==> src/rtl/note_slot_pool_if.sv <==
// Spawn/strike/tick inputs and registered slot-state outputs of note_slot_pool.
// master = chart/spawn side driving requests, slave = the slot pool.
interface note_slot_pool_if #(
  parameter int LANES       = 5,
  parameter int SLOTS       = 2,
  parameter int SPAWN_PORTS = 2,
  parameter int LANE_W      = 3,
  parameter int Y_W         = 10
);
  logic                          frame_tick;
  logic [SPAWN_PORTS*LANE_W-1:0] spawn_code;
  logic [LANES-1:0]              hit;
  logic [LANES*SLOTS-1:0]        note_on;
  logic [LANES*SLOTS*Y_W-1:0]    note_y;
  logic [LANES-1:0]              hit_ok;
  logic [LANES-1:0]              miss;
  logic [7:0]                    drop_count;

  modport master (
    output frame_tick, spawn_code, hit,
    input  note_on, note_y, hit_ok, miss, drop_count
  );

  modport slave (
    input  frame_tick, spawn_code, hit,
    output note_on, note_y, hit_ok, miss, drop_count
  );
endinterface

==> src/rtl/note_slot_pool.sv <==
// Per-lane note slot allocator/scroller: spawns, strikes, frame-tick scrolling and misses.
// Optional macro NOTE_POOL_DROP_CNT_EN builds the 8-bit saturating dropped-spawn counter.
module note_slot_pool #(
  parameter int LANES       = 5,
  parameter int SLOTS       = 2,
  parameter int SPAWN_PORTS = 2,
  parameter int LANE_W      = 3,
  parameter int Y_W         = 10,
  parameter int Y_STEP      = 2,
  parameter int HIT_LO      = 400,
  parameter int Y_END       = 460
) (
  input logic             Clk,
  input logic             Reset,
  note_slot_pool_if.slave bus
);
  localparam int N = LANES * SLOTS;
  localparam logic [Y_W:0]   STEP_EXT = (Y_W+1)'(Y_STEP);
  localparam logic [Y_W:0]   END_EXT  = (Y_W+1)'(Y_END);
  localparam logic [Y_W-1:0] HIT_LO_Y = Y_W'(HIT_LO);
  localparam logic [Y_W-1:0] END_Y    = Y_W'(Y_END);

  logic [N-1:0]           r_valid;
  logic [N-1:0][Y_W-1:0]  r_y;
  logic [LANES-1:0]       r_hit_ok;
  logic [LANES-1:0]       r_miss;

  logic [N-1:0]           w_valid_nxt;
  logic [N-1:0][Y_W-1:0]  w_y_nxt;
  logic [LANES-1:0]       w_hit_ok_nxt;
  logic [LANES-1:0]       w_miss_nxt;

`ifdef NOTE_POOL_DROP_CNT_EN
  logic [7:0] r_drop_count;
  logic [7:0] w_drop_nxt;
`endif

  always_comb begin : next_state
    int             i;
    logic           hit_found;
    int             hit_idx;
    logic [Y_W-1:0] hit_y;
    logic [Y_W:0]   y_sum;
    logic           placed;
    logic [N-1:0]   taken;
`ifdef NOTE_POOL_DROP_CNT_EN
    int             drops;
    logic [8:0]     drop_sum;
`endif
    // NOTE: every comb-assigned variable gets a default up front so no latch is inferred.
    w_valid_nxt  = r_valid;
    w_y_nxt      = r_y;
    w_hit_ok_nxt = '0;
    w_miss_nxt   = '0;
    i            = 0;
    hit_found    = 1'b0;
    hit_idx      = 0;
    hit_y        = '0;
    y_sum        = '0;
    placed       = 1'b0;
    taken        = '0;
`ifdef NOTE_POOL_DROP_CNT_EN
    drops        = 0;
    drop_sum     = '0;
    w_drop_nxt   = r_drop_count;
`endif

    for (int l = 0; l < LANES; l++) begin
      // Strike picks the deepest in-window note; strict '>' keeps the lowest index on ties.
      hit_found = 1'b0;
      hit_idx   = 0;
      hit_y     = '0;
      for (int s = 0; s < SLOTS; s++) begin
        i = l * SLOTS + s;
        if (bus.hit[l] && r_valid[i] && r_y[i] >= HIT_LO_Y && r_y[i] < END_Y &&
            (!hit_found || r_y[i] > hit_y)) begin
          hit_found = 1'b1;
          hit_idx   = i;
          hit_y     = r_y[i];
        end
      end
      if (hit_found) w_hit_ok_nxt[l] = 1'b1;

      for (int s = 0; s < SLOTS; s++) begin
        i = l * SLOTS + s;
        if (hit_found && i == hit_idx) begin
          w_valid_nxt[i] = 1'b0;
        end else if (bus.frame_tick && r_valid[i]) begin
          y_sum = {1'b0, r_y[i]} + STEP_EXT;
          if (y_sum >= END_EXT) begin
            w_valid_nxt[i] = 1'b0;
            w_miss_nxt[l]  = 1'b1;
          end else begin
            w_y_nxt[i] = y_sum[Y_W-1:0];
          end
        end
      end

      // Allocation looks only at start-of-cycle validity, so slots freed above stay free this cycle.
      for (int p = 0; p < SPAWN_PORTS; p++) begin
        if (bus.spawn_code[p*LANE_W +: LANE_W] == LANE_W'(l + 1)) begin
          placed = 1'b0;
          for (int s = 0; s < SLOTS; s++) begin
            i = l * SLOTS + s;
            if (!placed && !r_valid[i] && !taken[i]) begin
              taken[i]       = 1'b1;
              placed         = 1'b1;
              w_valid_nxt[i] = 1'b1;
              w_y_nxt[i]     = '0;
            end
          end
`ifdef NOTE_POOL_DROP_CNT_EN
          if (!placed) drops = drops + 1;
`endif
        end
      end
    end

`ifdef NOTE_POOL_DROP_CNT_EN
    drop_sum   = {1'b0, r_drop_count} + 9'(drops);
    w_drop_nxt = drop_sum[8] ? 8'hFF : drop_sum[7:0];
`endif
  end

  always_ff @(posedge Clk) begin
    // NOTE: sequential state uses non-blocking assignments only; y registers are reset too
    // because they drive note_y directly and must read 0 after reset.
    if (Reset) begin
      r_valid  <= '0;
      r_y      <= '0;
      r_hit_ok <= '0;
      r_miss   <= '0;
    end else begin
      r_valid  <= w_valid_nxt;
      r_y      <= w_y_nxt;
      r_hit_ok <= w_hit_ok_nxt;
      r_miss   <= w_miss_nxt;
    end
  end

`ifdef NOTE_POOL_DROP_CNT_EN
  always_ff @(posedge Clk) begin
    if (Reset) r_drop_count <= '0;
    else       r_drop_count <= w_drop_nxt;
  end
  assign bus.drop_count = r_drop_count;
`else
  assign bus.drop_count = '0;
`endif

  assign bus.note_on = r_valid;
  assign bus.note_y  = r_y;
  assign bus.hit_ok  = r_hit_ok;
  assign bus.miss    = r_miss;
endmodule

==> src/flat_wrapper.sv <==
// flat-port wrapper written by rule: the top's interface ports become plain ports
module note_slot_pool_flat 
#(
  parameter int LANES       = 5,
  parameter int SLOTS       = 2,
  parameter int SPAWN_PORTS = 2,
  parameter int LANE_W      = 3,
  parameter int Y_W         = 10,
  parameter int Y_STEP      = 2,
  parameter int HIT_LO      = 400,
  parameter int Y_END       = 460
)
  (Clk, Reset, bus_frame_tick, bus_spawn_code, bus_hit, bus_note_on, bus_note_y, bus_hit_ok, bus_miss, bus_drop_count);
  note_slot_pool_if #(.LANES(LANES), .SLOTS(SLOTS), .SPAWN_PORTS(SPAWN_PORTS), .LANE_W(LANE_W), .Y_W(Y_W)) bus_i ();
  input logic Clk;
  input logic Reset;
  input wire logic [$bits(bus_i.frame_tick)-1:0] bus_frame_tick;
  input wire logic [$bits(bus_i.spawn_code)-1:0] bus_spawn_code;
  input wire logic [$bits(bus_i.hit)-1:0] bus_hit;
  output wire logic [$bits(bus_i.note_on)-1:0] bus_note_on;
  output wire logic [$bits(bus_i.note_y)-1:0] bus_note_y;
  output wire logic [$bits(bus_i.hit_ok)-1:0] bus_hit_ok;
  output wire logic [$bits(bus_i.miss)-1:0] bus_miss;
  output wire logic [$bits(bus_i.drop_count)-1:0] bus_drop_count;
  assign bus_i.frame_tick = bus_frame_tick;
  assign bus_i.spawn_code = bus_spawn_code;
  assign bus_i.hit = bus_hit;
  assign bus_note_on = bus_i.note_on;
  assign bus_note_y = bus_i.note_y;
  assign bus_hit_ok = bus_i.hit_ok;
  assign bus_miss = bus_i.miss;
  assign bus_drop_count = bus_i.drop_count;
  note_slot_pool #(.LANES(LANES), .SLOTS(SLOTS), .SPAWN_PORTS(SPAWN_PORTS), .LANE_W(LANE_W), .Y_W(Y_W), .Y_STEP(Y_STEP), .HIT_LO(HIT_LO), .Y_END(Y_END)) u_core (.Clk(Clk), .Reset(Reset), .bus(bus_i));
endmodule
==> config.mk <==
export PLATFORM = sky130hd
export DESIGN_NAME = note_slot_pool_flat
export DESIGN_NICKNAME = d
export VERILOG_FILES = /design/src/rtl/note_slot_pool_if.sv /design/src/rtl/note_slot_pool.sv /design/src/flat_wrapper.sv
export SDC_FILE = /design/constraint.sdc
export NUM_CORES = 1
export LEC_CHECK = 0
export BUFFER_PORTS_ARGS = -buffer_cell sky130_fd_sc_hd__buf_2
export CORE_UTILIZATION = 36
export CTS_CLUSTER_DIAMETER = 40
export DETAILED_ROUTE_END_ITERATION = 6
export PLACE_DENSITY_LB_ADDON = 0.05
export SLEW_MARGIN = 20
export SYNTH_ARGS = -nofsm -noshare
export SYNTH_HDL_FRONTEND = slang
export SYNTH_SLANG_ARGS = --single-unit
==> constraint.sdc <==
create_clock -name Clk -period 7.2 [get_ports Clk]
set_clock_uncertainty 0.1 [all_clocks]
set_input_delay 0.36 -clock Clk [delete_from_list [all_inputs] [get_ports Clk]]
set_output_delay 0.36 -clock Clk [all_outputs]
set_load 0.005 [all_outputs]
== Yosys cells after proc, flatten, opt, wreduce, memory -nomap -nowiden ==
Index checks and enable logic that the tools add are counted.
Widths: inputs -> output; s select.
Word-level totals
  output and inout port bits: 128
  register bits: 120
  word-level logic and storage cells: 402
  input port bits: 14
Operators by class
  $add $sub $neg: 10
  eq/ne operators: 19
  mux-type cells: 209
  order comparisons: 35
  reductions and logical operators: 116
Operators by type and width (number)
  $mux 10: 55
  $mux 20: 10
  $mux 1: 121
  $add 10x2->11 const B: 10
  $ge 11x9->1 const B: 10
  $ge 10x9->1 const B: 10
  $lt 10x9->1 const B: 10
  $logic_and 1x1->1: 75
  $gt 10x10->1: 5
  $logic_not 1->1: 35
  $mux 2: 17
  $logic_not 32->1: 1
  $eq 3x2->1 const B: 4
  $eq 3x3->1 const A: 4
  $eq 3x3->1 const B: 4
  $mux 3: 4
  $eq 4x4->1 const A: 2
  $mux 4: 2
  $eq 3x1->1 const B: 2
  $logic_or 1x1->1: 5
  $eq 2x2->1 const A: 2
  $eq 1x1->1 const A: 1

== Depth between registers and ports, before layout ==
  word-level depth: 15
  depth in mapped cells: 15
  depth with buffers taken out: 12

== Worst setup path after synthesis ==
OpenSTA, ideal clock, no wires.
  path type: register to register
  start: register u_core.r_y (netlist bit u_core.bus.note_y[23])
  end: register u_core.r_y (netlist bit u_core.bus.note_y[38])
  library setup time: 70 ps
  buffers on the path: 3
  required time: 7030 ps
  clock period less this slack: 3500 ps
  arrival: 3330 ps
  setup slack: 3700 ps
  cell stages (with the launch flop): 16
  cells stage by stage: dfxtp_1 clkbuf_1 a211oi_1 nand2_1 a211oi_1 clkbuf_1 inv_1 ha_1 a21oi_1 o21ai_0 nor4_1 o2111a_1 nor2_1 clkbuf_1 or4_1 a21oi_1
Between the ends
  longest elaborated chain between the ends: 15
  elaborated cells on any way between the ends: 20
  classes of those cells: order compare (3); eq/ne (1); mux (10); reduce/logical (6)
RTL lines
  start: declaration: RTL line note_slot_pool.sv:24  | logic [N-1:0][Y_W-1:0] r_y;
  start signal: assignment: RTL line note_slot_pool.sv:135  | r_y <= w_y_nxt;
  $ge 10x9->1: RTL line note_slot_pool.sv:75  | if (bus.hit[l] && r_valid[i] && r_y[i] >= HIT_LO_Y && r_y[i] < END_Y &&
  $logic_and 1x1->1 (2 in series): RTL line note_slot_pool.sv:75
  $mux 10 / $mux 1 (equally long branches): RTL line note_slot_pool.sv:75
  $gt 10x10->1 / $logic_not 1->1 (equally long branches): RTL line note_slot_pool.sv:76  | (!hit_found || r_y[i] > hit_y)) begin
  $logic_or 1x1->1: RTL line note_slot_pool.sv:76
  $logic_and 1x1->1: RTL line note_slot_pool.sv:75
  $mux 2: RTL line note_slot_pool.sv:75
  $eq 2x2->1: RTL line note_slot_pool.sv:86  | if (hit_found && i == hit_idx) begin
  $logic_and 1x1->1 *: RTL line note_slot_pool.sv:86
  $mux 10 *: RTL line note_slot_pool.sv:86
  $mux 10: RTL line note_slot_pool.sv:105  | if (!placed && !r_valid[i] && !taken[i]) begin
  $mux 20 *: RTL line note_slot_pool.sv:101  | if (bus.spawn_code[p*LANE_W +: LANE_W] == LANE_W'(l + 1)) begin
  $mux 10: RTL line note_slot_pool.sv:105
  $mux 20 *: RTL line note_slot_pool.sv:101
Mark *: on every way between the ends. The rest lies on a longest branch, timed or not.
A chain may end at the register's enable or synchronous reset.

== Worst setup path in the final report ==
  start: register u_core.r_y (netlist bit u_core.bus.note_y[45])
  end: register u_core.r_y (netlist bit u_core.bus.note_y[58])
Between the ends
  longest elaborated chain between the ends: 15
  elaborated cells on any way between the ends: 20
  classes of those cells: order compare (3); eq/ne (1); mux (10); reduce/logical (6)
RTL lines (RTL line)
  $ge 10x9->1: note_slot_pool.sv:75
  $logic_and 1x1->1 (2 in series): note_slot_pool.sv:75
  $mux 10 / $mux 1 (equally long branches): note_slot_pool.sv:75
  $gt 10x10->1 / $logic_not 1->1 (equally long branches): note_slot_pool.sv:76
  $logic_or 1x1->1: note_slot_pool.sv:76
  $logic_and 1x1->1: note_slot_pool.sv:75
  $mux 3: note_slot_pool.sv:75
  $eq 3x3->1: note_slot_pool.sv:86
  $logic_and 1x1->1 *: note_slot_pool.sv:86
  $mux 10 *: note_slot_pool.sv:86
  $mux 10: note_slot_pool.sv:105
  $mux 20 *: note_slot_pool.sv:101
  $mux 10: note_slot_pool.sv:105
  $mux 20 *: note_slot_pool.sv:101
Marks and branches as above.

==> out/results.txt <==
post-synthesis area per instance: 7.71 um2
power density cells: 167 nW/um2
Pwr Total: 1.72 mW
Reg power frac: 39.8%
largest net degree at the start of global routing: 51
post-synth top area cell: dfxtp_1
DR pass1 iterations: 4
maximum clock path buffer count: 2
Leak: 4.16 nW
final core occ: 43.4%
clock sinks: 120
Layout Nets: 1319
TritonCTS clock tree: built
worst slew pin tran: 1.03 ns
Max IR drop VDD: 0.111 mV
crit start category: flop
initial antenna violation count: 1
first-pass GRT wire length: 41800 um
run status: completed
Final min period: 4.12 ns
Fill cells: 2472
HP Start: bus_hit[3]
io pins: 142
leading register cell type out of synthesis: dfxtp_1
clock network power share: 54.4%
unrepaired setup endpoints after global routing: false
Antenna Nets Post-Route: 0
Logic pwr share: 5.7%
gr ovfl total: 0
Final Instance Count excl. Fillers: 1574
Initial DRC Count: 479
initial core utilization: 37.2%
DRC: 0
Psw: 409 uW
die height: 159 um
FP Rows: 56
final hold viol count: 0
H-tree levels: 4
core area: 23800 um2
post_cts resized: 0
Area Overhead vs Synth: 16.5%
# Post-CTS Setup Buffers: 0
vias in the first global route: 7977
Mapped Area: 8840 um2
Seq cells post-synth: 120
dpl hpwl: 18100 um
cell count after synthesis: 1146
area of the die: 25200 um2
Min Hold Slack: 0.251 ns
gr usage total: 20.0%
fmax: 243 MHz
root buf cell: clkbuf_16
port buffer count: 133
Worst Hold Class: primary input to flop
Die W: 159 um
vias per cell: 5.40
fin. max-slew vios: 0
placed insts: 1541
CP max FO: 13
Clk pin slew, worst setup/hold paths: 0.06 ns
post-synthesis cell type count: 86
Post-Route WL: 25100 um
Worst setup startpoint: u_core.bus.note_y[45]
register area share after synthesis: 27.2%
Synth async-reset ratio: 0%
Syn. warnings: 0
internal power: 1.31 mW
DR WL/cell: 16.0 um
Hold Buf Count CTS: 0
total number of vias: 8500
count of flip-flops with a built-in enable after synthesis: 0
setup violators final: 0
max_cap viols: 0
Relative slew margins: 30.6%
top post-synthesis cells by area: dfxtp_1, ha_1, nand2_1
fin crit share: 57.2%
Synth top area share: 27.2%
Num CTS Buffers: 17
CP Class: flop to flop
commonest cells in the netlist: nand2_1, dfxtp_1, nor2_1
CP required: 7.41 ns
layout cells sized above 1: 16.9%
switch share: 23.8%
Placer Congestion: 0.819
Reg-to-Reg Start: u_core.bus.note_y[45]
Clock Latency Late Sink: 0.43 ns
TNS Setup: 0 ns
most frequent cell after synthesis: nand2_1
critical path arrival: 4.33 ns
Crit. End Element: flop
final cells by class:
| type | instances | area (um2) | share of cell area, % |
|---|---|---|---|
| multi-input cells | 919 | 5990 | 58.2 |
| flip-flops and latches | 120 | 2400 | 23.3 |
| repair buffers | 136 | 688 | 6.68 |
| inverters | 47 | 176 | 1.71 |
| clock buffers | 21 | 470 | 4.57 |
| clock inverters | 11 | 170 | 1.65 |
| well taps | 319 | 399 | 3.87 |
| diodes | 1 | 2.50 | 0.0243 |
flip-flops by register name, summed over array words and instances (netlist names), named ones only:
name / count
u_core.bus.note_y: 95
u_core.bus.hit_ok: 5
u_core.bus.note_on: 10
u_core.bus.miss: 5
worst max-delay path, stage by stage (launching register included):
cell and delay (ns):
dfxtp_1 0.50, nor2_1 0.10, or2_0 0.21, a21oi_1 0.72
inv_1 0.19, ha_1 0.35, nand4_1 0.15, nor4_1 0.58
nor2_1 0.22, a211oi_4 0.55, nand4_1 0.18, mux2i_1 0.15
final timing paths:
path | endpoint | depth (start not counted) | slack, ns
worst max-delay path | u_core.bus.note_y[58] | 11 | 3.08
worst min-delay path | u_core.bus.hit_ok[3] | 3 | 0.25
worst max register to register | u_core.bus.note_y[58] | 11 | 3.08
worst min register to register | u_core.bus.note_y[50] | 2 | 0.37
metrics by stage:
| stage | setup slack, ns | instance area [um2] |
|---|---|---|
| floorplan | 3.70 | 8880 |
| global placement | 3.14 | 9650 |
| detailed placement | 3.10 | 9650 |
| CTS | 3.08 | 10300 |
| global route | 2.65 | 10300 |
| finish | 3.08 | 10300 |
logic make-up (layout without fill, tap and decap cells):
| group | count (synthesis) | after routing | synth area share (%) |
|---|---|---|---|
| adder cells (fa/ha/maj) | 66 | 66 | 9.28 |
| flip-flops | 120 | 120 | 27.2 |
| AO/OA/AOI/OAI | 251 | 251 | 20.4 |
| other | 2 | 14 | 0.0849 |
| AND/OR/NAND/NOR | 529 | 529 | 31.2 |
| multiplexers | 19 | 19 | 2.18 |
| buffers and inverters | 118 | 215 | 5.63 |
| XOR/XNOR | 41 | 41 | 4.06 |
power groups by stage:
| stage | Clock, mW | Combinational (mW) | Sequential [mW] |
|---|---|---|---|
| after CTS | 0.965 | 0.0996 | 0.686 |
| after global placement | 0 | 0.0989 | 0.700 |
| after detailed placement | 0 | 0.0992 | 0.700 |
| after floorplan | 0 | 0.0710 | 0.695 |
| after global routing | 0.992 | 0.113 | 0.687 |
| final | 0.937 | 0.0986 | 0.686 |
cell usage in the layout (no fill, tap or decap), drive strengths merged, types with 5 or more instances in the layout:
cell type / synthesis / final
nand4b: 8 / 8
a31oi: 9 / 9
o211ai: 9 / 9
nand2b: 26 / 26
xor2: 8 / 8
nand2: 128 / 128
or4: 13 / 13
o21ai: 39 / 39
and2: 19 / 19
nor2b: 12 / 12
conb: 2 / 13
a211oi: 24 / 24
xnor2: 33 / 33
a21oi: 69 / 69
clkbuf: 40 / 21
nor3: 38 / 38
a31o: 6 / 6
nand4: 29 / 29
nor3b: 13 / 13
dfxtp: 120 / 120
o21a: 5 / 5
or3: 13 / 13
and3: 20 / 20
and4b: 6 / 6
or2: 12 / 12
buf: 31 / 136
ha: 64 / 64
nor2: 111 / 111
a21boi: 5 / 5
and4: 9 / 9
nand3: 50 / 50
o31ai: 16 / 16
a21o: 9 / 9
nor4: 11 / 11
o211a: 5 / 5
mux2i: 17 / 17
inv: 47 / 47
per-layer routing:
metal,part of all wire (%),track usage [%],vias up
li1,-,-,4352
met1,51,27.8,3974
met2,44,31.0,153
met3,3.5,3.92,21
met4,1.2,5.52,0
met5,0,0,-
Note: power is estimated with default switching activity, not from simulation.
